===== src/rtl/shift_rotate_seq.sv =====
// Sequential shifter/rotator: one 1-bit step per cycle on a {data, carry} pair,
// with a valid/ready command input and a valid/ready result output.
module shift_rotate_seq #(
   parameter int unsigned WIDTH    = 8,
   parameter int unsigned AMT_BITS = 4
) (
   input  logic                clk,
   input  logic                rst,
   input  logic                in_valid,
   output logic                in_ready,
   input  logic [WIDTH-1:0]    a,
   input  logic [AMT_BITS-1:0] amt,
   input  logic [2:0]          op,
   input  logic                cin,
   output logic                out_valid,
   input  logic                out_ready,
   output logic [WIDTH-1:0]    y,
   output logic                cout,
   output logic                zero
);

   typedef enum logic [1:0] {S_IDLE, S_RUN, S_DONE} state_t;

   localparam logic [2:0] OP_ROL  = 3'd0;
   localparam logic [2:0] OP_ROR  = 3'd1;
   localparam logic [2:0] OP_RCL  = 3'd2;
   localparam logic [2:0] OP_RCR  = 3'd3;
   localparam logic [2:0] OP_SHL  = 3'd4;
   localparam logic [2:0] OP_SHR  = 3'd5;
   localparam logic [2:0] OP_SAR  = 3'd6;
   localparam logic [2:0] OP_PASS = 3'd7;

   state_t              state_q, state_d;
   logic [WIDTH-1:0]    d_q, d_d;
   logic                c_q, c_d;
   logic [AMT_BITS-1:0] cnt_q, cnt_d;
   logic [2:0]          op_q, op_d;
   logic [WIDTH-1:0]    y_q, y_d;
   logic                cout_q, cout_d;
   logic                zero_q, zero_d;
   logic                in_ready_q, in_ready_d;
   logic                out_valid_q, out_valid_d;
   logic [WIDTH-1:0]    step_d;
   logic                step_c;

   // One 1-bit step of the latched operation on {D, C}.
   always_comb begin
      step_d = d_q;
      step_c = c_q;
      unique case (op_q)
         OP_ROL:  begin step_d = {d_q[WIDTH-2:0], d_q[WIDTH-1]};  step_c = d_q[WIDTH-1]; end
         OP_ROR:  begin step_d = {d_q[0], d_q[WIDTH-1:1]};        step_c = d_q[0];       end
         OP_RCL:  begin step_d = {d_q[WIDTH-2:0], c_q};           step_c = d_q[WIDTH-1]; end
         OP_RCR:  begin step_d = {c_q, d_q[WIDTH-1:1]};           step_c = d_q[0];       end
         OP_SHL:  begin step_d = {d_q[WIDTH-2:0], 1'b0};          step_c = d_q[WIDTH-1]; end
         OP_SHR:  begin step_d = {1'b0, d_q[WIDTH-1:1]};          step_c = d_q[0];       end
         OP_SAR:  begin step_d = {d_q[WIDTH-1], d_q[WIDTH-1:1]};  step_c = d_q[0];       end
         default: begin step_d = d_q;                             step_c = c_q;          end
      endcase
   end

   // Next-state and registered-output logic.
   always_comb begin
      state_d = state_q;
      d_d     = d_q;
      c_d     = c_q;
      cnt_d   = cnt_q;
      op_d    = op_q;
      y_d     = y_q;
      cout_d  = cout_q;
      zero_d  = zero_q;

      unique case (state_q)
         S_IDLE: begin
            if (in_valid) begin
               d_d     = a;
               c_d     = cin;
               cnt_d   = amt;
               op_d    = op;
               state_d = (amt == '0 || op == OP_PASS) ? S_DONE : S_RUN;
            end
         end
         S_RUN: begin
            d_d   = step_d;
            c_d   = step_c;
            cnt_d = cnt_q - AMT_BITS'(1);
            if (cnt_q == AMT_BITS'(1)) state_d = S_DONE;
         end
         S_DONE: begin
            if (out_ready) state_d = S_IDLE;
         end
         default: state_d = S_IDLE;
      endcase

      // Result registers track D/C only while DONE, so they hold elsewhere.
      if (state_d == S_DONE) begin
         y_d    = d_d;
         cout_d = c_d;
         zero_d = (d_d == '0);
      end
      in_ready_d  = (state_d == S_IDLE);
      out_valid_d = (state_d == S_DONE);
   end

   always_ff @(posedge clk) begin
      if (rst) begin
         state_q     <= S_IDLE;
         d_q         <= '0;
         c_q         <= 1'b0;
         cnt_q       <= '0;
         op_q        <= '0;
         y_q         <= '0;
         cout_q      <= 1'b0;
         zero_q      <= 1'b1;
         in_ready_q  <= 1'b1;
         out_valid_q <= 1'b0;
      end else begin
         state_q     <= state_d;
         d_q         <= d_d;
         c_q         <= c_d;
         cnt_q       <= cnt_d;
         op_q        <= op_d;
         y_q         <= y_d;
         cout_q      <= cout_d;
         zero_q      <= zero_d;
         in_ready_q  <= in_ready_d;
         out_valid_q <= out_valid_d;
      end
   end

   assign in_ready  = in_ready_q;
   assign out_valid = out_valid_q;
   assign y         = y_q;
   assign cout      = cout_q;
   assign zero      = zero_q;

endmodule


===== config.mk =====
export PLATFORM = sky130hd
export DESIGN_NAME = shift_rotate_seq
export DESIGN_NICKNAME = d
export VERILOG_FILES = /design/src/rtl/shift_rotate_seq.sv
export SDC_FILE = /design/constraint.sdc
export NUM_CORES = 1
export LEC_CHECK = 0
export ABC_AREA = 1
export BUFFER_PORTS_ARGS = -buffer_cell sky130_fd_sc_hd__clkbuf_2
export CORE_ASPECT_RATIO = 0.9
export CORE_UTILIZATION = 40
export CTS_BUF_LIST = sky130_fd_sc_hd__clkbuf_8
export DETAILED_ROUTE_END_ITERATION = 10
export GPL_ROUTABILITY_DRIVEN = 0
export SLEW_MARGIN = 30
export SYNTH_ARGS = -nofsm -noshare
export SYNTH_HDL_FRONTEND = slang
export SYNTH_SLANG_ARGS = --single-unit

===== constraint.sdc =====
create_clock -name clk -period 2.65 [get_ports clk]
set_clock_uncertainty 0.2 [all_clocks]
set_input_delay 0.1325 -clock clk [delete_from_list [all_inputs] [get_ports clk]]
set_output_delay 0.1325 -clock clk [all_outputs]
set_load 0.005 [all_outputs]

==> flow_summary.yaml <==
outcome:
  outcome: "finished, final reports clean"
sta:
  whs_ns: 0.02009
  final_hold_viol_count: 0
  fin_crit_sh_pct: 77.78
  worst_slew_pin_slew_ns: 0.3991
  min_period_ns: 2.061
  slew_headroom_pct: 73.39
  final-setup-viol-count: 0
  fmax_ghz: 0.4852
  slew_violations: 0
  rsz0062_at_grt: "no"
  timing.setup.tns_ns: 0
layout:
  final_common_cell: "nand2_1"
  syn_to_final_growth_pct: 19.53
  fin_nets: 307
  layout_common_cells: "54 x nand2_1, 38 x inv_1, 31 x clkbuf_2"
  fin_area_mm2: 0.001976
  drive_above_1_share_pct: 17.54
  seq_area_um2: 600.6
  multi_input_area_um2: 855.8
  fillers: 395
  antennaDiodeCount: 0
die:
  rows: 21
  io_pins: 32
  start_util_pct: 43.09
  core-area_mm2: 0.003836
  die_w_um: 69.76
  dieHeight_um: 62.98
  die-area_mm2: 0.004393
synth:
  netlist.area_leader.share_pct: 36.34
  ys.warnings.count: 0
  synth_area_leaders: "dfxtp_1 36%, nand2_1 12%, inv_1 8.6%"
  seq_area_frac_synth_pct: 36.34
  synth_area_per_cell_um2: 6.611
  yosysTopAreaCell: "dfxtp_1"
  synth_cell_types: 28
  netlist_instances: 250
  netlist_area_mm2: 0.001653
  syn_nets: 272
  yosys_register_bits: 30
clock_network:
  cts_setup_buffers: 0
  cts-resized-gates: 0
  cts_buffers: 5
  cts.clk_slew.worst_paths_ns: 0.07
  cts_buffer_depth: 2
  clk_latency_ns: 0.29
  clkSinkCount: 30
  cts_tree: "done"
  htree_levels: 2
  cts-root-buf: "clkbuf_8"
critical_path:
  regToRegSetupSlack_ns: 0.59
  crit_path_end: "zero$_SDFFE_PP1P_"
  cp.depth: 9
  startpoint_type: "flip-flop"
  cp.arrival_ns: 2.09
  cp.required_ns: 2.68
  max_stage_delay_ns: 0.37
  path_cells: "nor2_2 -> nand2_1 -> inv_1 -> nand2_1 -> nand2_2 -> nand3_1 -> nor2_1 -> nand3_1 -> nand2_1"
  cp_common_cell: "nand2_1"
  startpoint: "state_q[0]$_SDFF_PP0_"
  worstReg2RegStart: "state_q[0]$_SDFF_PP0_"
  worstRegToRegCells: 9
  worst-setup-path-type: "flip-flop to flip-flop"
  critPathSlowestCell: "dfxtp_1"
  crit_family: "simple AND/OR/NAND/NOR gates"
  cp_num_buf_inv: 1
  crit_path_end_kind: "flip-flop"
  cp_max_fo: 18
  r2r_end: "zero$_SDFFE_PP1P_"
power_and_ir_drop:
  powerDensity_mw_per_mm2: 664.2
  ir_worst_vdd_mv: 0.3606
  leakage_nw: 1.010
  p_total_mw: 1.312
grt:
  antenna_found_initial: 0
  grt_pass1_wl_mm: 6.851
  grt.total_usage_pct: 19.82
  grt_overflow: 0
  grt_max_degree: 19
  grt_pass1_vias: 1422
drt:
  wl_per_cell_um: 12.41
  first_pass_iters: 4
  post_drt_via_cell_ratio: 4.997
  drc: 0
  postRouteAntennaNets: 0
  drt_iter0_markers: 103
  vias: 1654
  wl_mm: 4.108
flow_run:
  cap_violations: 0
placement:
  post-dp-hpwl_mm: 3.032
  portBuffers: 31
  dpl_cell_area_mm2: 0.001833
worst_hold_path:
  hp-class: "input pin to flip-flop"
logic make-up (layout without fill, tap and decap cells):
| kind of cell | count (synthesis) | count (layout) | share of synthesized area, % |
|---|---|---|---|
| buffers and inverters | 49 | 84 | 11.89 |
| flip-flops | 30 | 30 | 36.34 |
| AND/OR/NAND/NOR | 102 | 102 | 26.12 |
| XOR/XNOR | 1 | 1 | 0.5300 |
| AO/OA/AOI/OAI | 66 | 66 | 23.62 |
| adder cells (fa/ha/maj) | 2 | 2 | 1.514 |
synthesized netlist by cell type:
| cell type | instances |
|---|---|
| nand2_1 | 54 |
| inv_1 | 38 |
| dfxtp_1 | 30 |
| a21oi_1 | 25 |
| nor2_1 | 25 |
| o21ai_0 | 18 |
| o211ai_1 | 13 |
| nand3_1 | 12 |
| inv_2 | 4 |
| nand4_1 | 4 |
| clkbuf_1 | 3 |
| a31oi_1 | 2 |
| buf_2 | 2 |
| ha_1 | 2 |
| nand2_2 | 2 |
| nor3_1 | 2 |
| o21bai_1 | 2 |
| o22ai_1 | 2 |
| a21boi_1 | 1 |
| a21oi_2 | 1 |
| a221oi_1 | 1 |
| a31oi_2 | 1 |
| buf_6 | 1 |
| inv_4 | 1 |
| nand2_4 | 1 |
| nand3_2 | 1 |
| nor2_2 | 1 |
| xor2_1 | 1 |
where the power goes:
part / switching [mW] / leakage [nW] / internal (mW)
sequential: 0.0401 / 0.247 / 0.501
combinational: 0.188 / 0.706 / 0.113
clock: 0.170 / 0.0573 / 0.300
total: 0.398 / 1.01 / 0.914
flip-flops by register name (all words and copies together), names as in the netlist:
signal	flops
y	8
d_q	8
in_ready	1
cout	1
out_valid	1
op_q	3
cnt_q	4
state_q	2
c_q	1
zero	1
what timing repair did:
| item | in CTS | in global routing |
|---|---|---|
| endpoints found under the hold margin | 3 | 0 |
| setup endpoints to repair | 0 | 0 |
| hold buffers | 3 | 0 |
final cells by class:
type                    count  area share [%]
multi-input cells         171           43.32
flip-flops and latches     30           30.40
repair buffers             34           9.373
inverters                  43           8.296
clock buffers               6           4.180
well taps                  46           2.913
clock inverters             1           1.520
worst reg2reg max path, delay by kind of cell, from the launching register on:
kind,cells,cell delay [ns]
simple gates,8,1.29
flops,1,0.37
buf+inv,1,0.14
through the flow:
stage | std cells | setup WS, ns | util, %
final | 331 | 0.5889 | 51.50
after global routing | 331 | 0.3997 | 51.50
after CTS | 331 | 0.5754 | 51.50
after detailed placement | 321 | 0.6010 | 47.78
after global placement | 321 | 0.6587 | 47.78
after floorplan | 250 | 1.079 | -
per-layer routing:
metal	global-route usage [%]	part of all wire, %
met2	29.21	41
met1	27.84	51
met5	0	0
met4	5.250	0.93
met3	6.129	7.6
how the worst min path moves through the flow:
stage                     startpoint                   end  slack (ns)  depth (start not counted)
after floorplan                op[1]  op_q[1]$_SDFFE_PP0P_        0.12                          2
after global placement         op[1]  op_q[1]$_SDFFE_PP0P_        0.25                          3
after detailed placement       op[0]  op_q[0]$_SDFFE_PP0P_        0.24                          3
after CTS                        cin        c_q$_SDFF_PP0_        0.01                          3
after global routing             cin        c_q$_SDFF_PP0_        0.05                          3
final                            cin        c_q$_SDFF_PP0_        0.02                          3
Note: power is estimated with default switching activity, not from simulation.
